`src/rtl/ex_defs_pkg.sv`:
```
// ex_defs: shared encodings for the EX stage (ALU ops, funct codes, FSM states, control bit positions)
package ex_defs;
    localparam logic [1:0] ALUOP_ADD   = 2'b00;
    localparam logic [1:0] ALUOP_SUB   = 2'b01;
    localparam logic [1:0] ALUOP_FUNCT = 2'b10;
    localparam logic [1:0] ALUOP_RSV   = 2'b11;

    localparam logic [5:0] FUNCT_ADD = 6'h20;
    localparam logic [5:0] FUNCT_SUB = 6'h22;
    localparam logic [5:0] FUNCT_AND = 6'h24;
    localparam logic [5:0] FUNCT_OR  = 6'h25;
    localparam logic [5:0] FUNCT_SLT = 6'h2A;
    localparam logic [5:0] FUNCT_MUL = 6'h18;

    localparam int WB_REG_WRITE  = 1;
    localparam int WB_MEM_TO_REG = 0;
    localparam int M_BRANCH      = 2;
    localparam int M_MEM_READ    = 1;
    localparam int M_MEM_WRITE   = 0;

    typedef enum logic {IDLE = 1'b0, RUN = 1'b1} ex_state_t;
endpackage

```
`src/rtl/ex_mul_iter.sv`:
```
// ex_mul_iter: shift-add multiplier, one partial product per cycle, low DW bits of the product
module ex_mul_iter #(
    parameter int DW = 32,
    parameter int MUL_CYCLES = 32
) (
    input  logic          clk,
    input  logic          rst_n,
    input  logic          start,
    input  logic [DW-1:0] a,
    input  logic [DW-1:0] b,
    output logic          busy,
    output logic          last,
    output logic [DW-1:0] product
);
    localparam int CW = $clog2(MUL_CYCLES);
    logic [DW-1:0] mcand, mplier, acc;
    logic [CW-1:0] cnt;
    logic          run;
    // product is the accumulator after this cycle's step, so it is final in the last cycle
    assign product = acc + (mplier[0] ? mcand : '0);
    assign busy    = run;
    assign last    = run && cnt == CW'(MUL_CYCLES - 1);
    always_ff @(posedge clk or negedge rst_n) begin
        if (!rst_n) begin
            mcand  <= '0;
            mplier <= '0;
            acc    <= '0;
            cnt    <= '0;
            run    <= 1'b0;
        end else if (start) begin
            mcand  <= a;
            mplier <= b;
            acc    <= '0;
            cnt    <= '0;
            run    <= 1'b1;
        end else if (run) begin
            acc    <= product;
            mcand  <= mcand << 1;
            mplier <= mplier >> 1;
            cnt    <= cnt + 1'b1;
            run    <= !last;
        end
    end
endmodule

```
`src/rtl/i_execute.sv`:
```
// i_execute: EX stage - ALU, branch-target add, dest select, iterative multiply and EX/MEM latch
module i_execute
    import ex_defs::*;
#(
    parameter int DW = 32,
    parameter int MUL_CYCLES = 32
) (
    input  logic          clk,
    input  logic          rst_n,
    input  logic [1:0]    ID_EX_wb_ctlout,
    input  logic [2:0]    ID_EX_m_ctlout,
    input  logic          ID_EX_regdst,
    input  logic          ID_EX_alusrc,
    input  logic [1:0]    ID_EX_aluop,
    input  logic [DW-1:0] ID_EX_npc,
    input  logic [DW-1:0] ID_EX_readdat1,
    input  logic [DW-1:0] ID_EX_readdat2,
    input  logic [DW-1:0] ID_EX_sign_ext,
    input  logic [4:0]    ID_EX_instr_2016,
    input  logic [4:0]    ID_EX_instr_1511,
    output logic          ex_stall,
    output logic [1:0]    EX_MEM_wb_ctl,
    output logic [2:0]    EX_MEM_m_ctl,
    output logic [DW-1:0] EX_MEM_npc,
    output logic          EX_MEM_zero,
    output logic [DW-1:0] EX_MEM_alu_result,
    output logic [DW-1:0] EX_MEM_rdata2,
    output logic [4:0]    EX_MEM_write_reg
);
    ex_state_t     state, state_next;
    logic [5:0]    funct;
    logic [DW-1:0] op_b, sum, diff, rtype, alu_y, br_tgt, product, npc_q, opb_q;
    logic [4:0]    wr_sel, wr_q;
    logic [1:0]    wb_q;
    logic [2:0]    m_q;
    logic          is_mul, start, busy, last;

    assign funct  = ID_EX_sign_ext[5:0];
    assign op_b   = ID_EX_alusrc ? ID_EX_sign_ext : ID_EX_readdat2;
    assign sum    = ID_EX_readdat1 + op_b;
    assign diff   = ID_EX_readdat1 - op_b;
    assign br_tgt = ID_EX_npc + {ID_EX_sign_ext[DW-3:0], 2'b00};
    assign wr_sel = ID_EX_regdst ? ID_EX_instr_1511 : ID_EX_instr_2016;
    assign is_mul = ID_EX_aluop == ALUOP_FUNCT && funct == FUNCT_MUL;
    assign start  = state == IDLE && is_mul;

    always_comb begin
        case (funct)
            FUNCT_ADD: rtype = sum;
            FUNCT_SUB: rtype = diff;
            FUNCT_AND: rtype = ID_EX_readdat1 & op_b;
            FUNCT_OR:  rtype = ID_EX_readdat1 | op_b;
            FUNCT_SLT: rtype = {{(DW-1){1'b0}}, $signed(ID_EX_readdat1) < $signed(op_b)};
            default:   rtype = '0;
        endcase
    end

    assign alu_y = ID_EX_aluop == ALUOP_SUB ? diff : ID_EX_aluop == ALUOP_FUNCT ? rtype : sum;

    // stall drops in the final RUN cycle so the held mul leaves ID/EX instead of restarting
    always_comb begin
        state_next = state;
        ex_stall   = 1'b0;
        if (state == IDLE) begin
            state_next = is_mul ? RUN : IDLE;
            ex_stall   = rst_n && is_mul;
        end else begin
            state_next = last ? IDLE : RUN;
            ex_stall   = rst_n && !last;
        end
    end

    always_ff @(posedge clk or negedge rst_n) begin
        if (!rst_n) state <= IDLE;
        else state <= state_next;
    end

    ex_mul_iter #(.DW(DW), .MUL_CYCLES(MUL_CYCLES)) u_mul (
        .clk(clk), .rst_n(rst_n), .start(start),
        .a(ID_EX_readdat1), .b(op_b),
        .busy(busy), .last(last), .product(product)
    );

    always_ff @(posedge clk or negedge rst_n) begin
        if (!rst_n) begin
            wb_q  <= '0;
            m_q   <= '0;
            wr_q  <= '0;
            npc_q <= '0;
            opb_q <= '0;
        end else if (start) begin
            wb_q  <= ID_EX_wb_ctlout;
            m_q   <= ID_EX_m_ctlout;
            wr_q  <= wr_sel;
            npc_q <= br_tgt;
            opb_q <= op_b;
        end
    end

    // everything other than a plain op or a finished multiply writes a bubble
    always_ff @(posedge clk or negedge rst_n) begin
        if (!rst_n) begin
            EX_MEM_wb_ctl     <= '0;
            EX_MEM_m_ctl      <= '0;
            EX_MEM_npc        <= '0;
            EX_MEM_zero       <= 1'b0;
            EX_MEM_alu_result <= '0;
            EX_MEM_rdata2     <= '0;
            EX_MEM_write_reg  <= '0;
        end else if (!busy && !is_mul) begin
            EX_MEM_wb_ctl     <= ID_EX_wb_ctlout;
            EX_MEM_m_ctl      <= ID_EX_m_ctlout;
            EX_MEM_npc        <= br_tgt;
            EX_MEM_zero       <= alu_y == '0;
            EX_MEM_alu_result <= alu_y;
            EX_MEM_rdata2     <= ID_EX_readdat2;
            EX_MEM_write_reg  <= wr_sel;
        end else if (last) begin
            EX_MEM_wb_ctl     <= wb_q;
            EX_MEM_m_ctl      <= m_q;
            EX_MEM_npc        <= npc_q;
            EX_MEM_zero       <= product == '0;
            EX_MEM_alu_result <= product;
            EX_MEM_rdata2     <= opb_q;
            EX_MEM_write_reg  <= wr_q;
        end else begin
            EX_MEM_wb_ctl     <= '0;
            EX_MEM_m_ctl      <= '0;
            EX_MEM_npc        <= '0;
            EX_MEM_zero       <= 1'b0;
            EX_MEM_alu_result <= '0;
            EX_MEM_rdata2     <= '0;
            EX_MEM_write_reg  <= '0;
        end
    end
endmodule

```
`config.mk`:
```
export PLATFORM = sky130hd
export DESIGN_NAME = i_execute
export DESIGN_NICKNAME = d
export VERILOG_FILES = /design/src/rtl/ex_defs_pkg.sv /design/src/rtl/ex_mul_iter.sv /design/src/rtl/i_execute.sv
export SDC_FILE = /design/constraint.sdc
export NUM_CORES = 1
export LEC_CHECK = 0
export CAP_MARGIN = 20
export CORE_MARGIN = 4
export CORE_UTILIZATION = 39
export DETAILED_ROUTE_END_ITERATION = 16
export GPL_ROUTABILITY_DRIVEN = 0
export PLACE_DENSITY = 0.73
export SLEW_MARGIN = 40
export SYNTH_ARGS = -nofsm -noshare
export SYNTH_HDL_FRONTEND = slang
export SYNTH_SLANG_ARGS = --single-unit
```
`constraint.sdc`:
```
create_clock -name clk -period 3.7 [get_ports clk]
set_clock_uncertainty 0.05 [all_clocks]
set_input_delay 0.37 -clock clk [delete_from_list [all_inputs] [get_ports clk]]
set_output_delay 0.37 -clock clk [all_outputs]
set_load 0.005 [all_outputs]
```
==> results.md <==
- Outcome: finished, violations left
- Failing checks: setup timing
- Area of the die: 0.0556 mm^2
- GR peak layer: met2
- Total Wirelength: 75600 um
- Worst min path class: input port to register
- Area of the core: 0.0513 mm^2
- Critical path type: input port to register
- Met1 Use GR: 31.5%
- Most common cell after layout, fill and taps aside: buf_4
- Vias per cell: 5.70
- Met2 usage: 42.5%
- Synthesized area per cell: 8.71 um^2
- Post-route cell area: 0.0295 mm^2
- Leak: 13.6 nW
- Placed Cells incl. Taps: 3639
- Share of post-route cells with drive strength above 1: 25.4%
- Top cells by area, synth: dfrtp_1, ha_1, mux2i_1
- # rows: 83
- Post-layout worst setup margin: -230 ps
- Final cycle utilization of the critical path: 106%
- Worst-path fanout max: 4
- FFs w/ async S/R, synth: 100%
- Final Setup Violations: 2
- Post-synthesis net count: 2644
- Synth-to-layout area growth: 45.8%
- CP max stage cell: or4_4
- Wire per inst: 20.2 um
- Dominant cell type by area after synthesis: dfrtp_1
- Max Fclk: 254 MHz
- Clock-pin slew on the worst setup and hold paths: 60 ps
- Max_cap viols: 0
- #FFs+latches synth: 284
- Post-Place Worst Slack: -1470 ps
- Cells after Synth: 2324
- Yosys cell types: 91
- Critical-path cell list: buf_12 > buf_12 > mux2i_4 > ha_4 > buf_6 > or4_4 > or4_4 > a21oi_4 > nor2_2 > xnor2_1 > o22ai_2 > a2111oi_2 > nand4b_1 > nor4_2 > buf_4 > nand4_1 > nor4_2 > a31o_1
- Num Clock Sinks: 284
- CP Data Required Time: 4130 ps
- DR DRC count: 0
- NumNets Final: 3352
- Power Density: 629 mW/mm^2
- DR vias: 21300
- Max-slew violations: 0
- Fin cells: 3740
- Initial Util: 39.4%
- Tightest Pin Transition: 743 ps
- CTS HTree Levels: 2
- DRT Pass-1 Iters: 8
- Most frequent cells in the layout: buf_4, dfrtp_1, nand2_1
- Critical Path Max Stage Delay: 520 ps
- Largest net degree at the start of global routing: 154
- GRT overflow: 0
- Critical path endpoint category: register
- Delay-heaviest family, CP: simple AND/OR/NAND/NOR gates
- Critical Path AT: 4360 ps
- Yosys warning count: 0
- CTS tree: built
- Initial DRC count: 1864
- Peak VDD IR: 0.000598 V
- Ports: 257
- Slew margin rel.: 50.5%
- Vias in the first global route: 21400
- Die X: 236 um
- Clock latency on the worst-skew pair: 550 ps
- Hold Fails Final Rpt: 0
- Root buffer cell: clkbuf_16
- CTS max path bufs: 3
- Startpoint Class: input port
- Initial antenna violation count: 3
- Die Height: 236 um
- Min Tclk post-route: 3930 ps
- Met3 usage in global routing: 4.20%
- Total track usage: 25.6%
- Buffers plus inverters on the worst setup path: 4
- Dpl cell area: 0.0271 mm^2
- Predominant post-synthesis flop cell: dfrtp_1
- IO Port Bufs: 256
- Top-area cell type share of the netlist area: 35.1%
- Sequential fraction of the synthesis area: 35.1%
- RSZ-0062 raised after global routing: true
- First-pass GRT wire length: 116000 um
- Number of synthesized flops with an enable pin: 0
- Detail Placement HPWL: 56600 um
- Post-Syn Area: 0.0202 mm^2
- ANT nets after route: 0
- CTS Buf Count: 34
path summary, 6_finish.rpt:
| path | from | to | slack (ps) | depth (start not counted) |
|---|---|---|---|---|
| worst max-delay path | ID_EX_alusrc | EX_MEM_zero | -230 | 18 |
| worst min-delay path | ID_EX_readdat2[0] | EX_MEM_rdata2[0] | 50 | 2 |
| worst max register to register | u_mul.mplier[0] | EX_MEM_zero | -100 | 17 |
| worst min register to register | m_q[1] | m_q[1] | 430 | 2 |
| max in group asynchronous | rst_n | npc_q[8] | 2100 | 4 |
| min in group asynchronous | rst_n | EX_MEM_alu_result[26] | 280 | 2 |
kinds of logic (layout without fill, tap and decap cells):
family          count (synthesis)  count (layout)  synth area share (%)
xor+xnor                       93              93                  4.02
compound gates                681             681                  22.7
simple gates                  713             713                  15.9
flops                         284             284                  35.1
buf+inv                       241             973                  4.59
other cells                     0               4                     0
fa+ha+maj                     172             172                  10.8
mux                           140             140                  6.97
cell usage after synthesis (8+ instances only):
cell / instances
a2111oi_0: 8
a211oi_1: 27
a21o_1: 52
a21oi_1: 171
a221oi_1: 8
a22o_1: 75
a22oi_1: 9
a31oi_1: 10
and2_1: 38
buf_1: 14
clkbuf_1: 104
dfrtp_1: 284
ha_1: 167
inv_1: 113
mux2_2: 8
mux2i_1: 132
nand2_1: 251
nand2b_1: 20
nand3_1: 24
nand4_1: 10
nor2_1: 246
nor2b_1: 23
nor3_1: 30
nor4_1: 18
o211ai_1: 23
o21a_1: 11
o21ai_0: 148
o21bai_1: 17
o221ai_1: 11
o22ai_1: 17
o31ai_1: 13
or2_2: 11
or3_1: 8
xnor2_1: 66
xor2_1: 27
metal layers:
metal  vias to the layer above  routed length (um)
met3                       302                5480
li1                       9705                   -
met4                         0                5280
met1                     10200               29100
met5                         -                   0
met2                      1054               35800
area by class of cell:
cell class	count	area (um^2)
fill	4380	21800
antenna	4	10.0
clock inverter	14	188
multi-input combinational	1799	13100
tap	680	851
timing repair buffer	798	6800
inverter	115	432
clock buffer	46	1000
sequential	284	7110
stage by stage:
stage	power [mW]	hold slack, ps	util, %	TNS [ps]
6_report	18.6	54.6	57.5	-257
5_1_grt	19.6	66.3	57.5	-716
4_1_cts	17.6	18.9	56.3	-192
3_5_place_dp	13.6	270	52.8	-20820
3_3_place_gp	13.2	268	52.8	-17570
2_1_floorplan	9.35	24.4	-	-1160
worst reg2reg max path: stages (launching register included):
cell	delay (ps)
dfrtp_1	390
buf_6	140
buf_6	140
and2_1	180
ha_4	220
buf_4	130
a21o_1	140
a21o_1	170
a21o_1	200
a22oi_2	240
buf_4	210
nand2b_1	80
a21oi_2	150
xnor2_1	100
or4_4	500
nor4_4	250
and4b_1	270
a31o_1	150
report_power, final:
group | switching [mW] | leakage (nW) | internal [mW] | total, mW
logic | 5.38 | 9.65 | 5.24 | 10.6
registers | 0.477 | 3.41 | 3.88 | 4.35
clock network | 1.39 | 0.585 | 2.19 | 3.58
what timing repair did:
item,4_1_cts,5_1_grt
gates resized for setup,123,96
hold endpoints to repair,52,0
hold buffers,1,0
pin swaps,42,58
endpoints found under the setup margin,21,27
buffers inserted,24,11
cloned,0,0
Note: power is estimated with default switching activity, not from simulation.
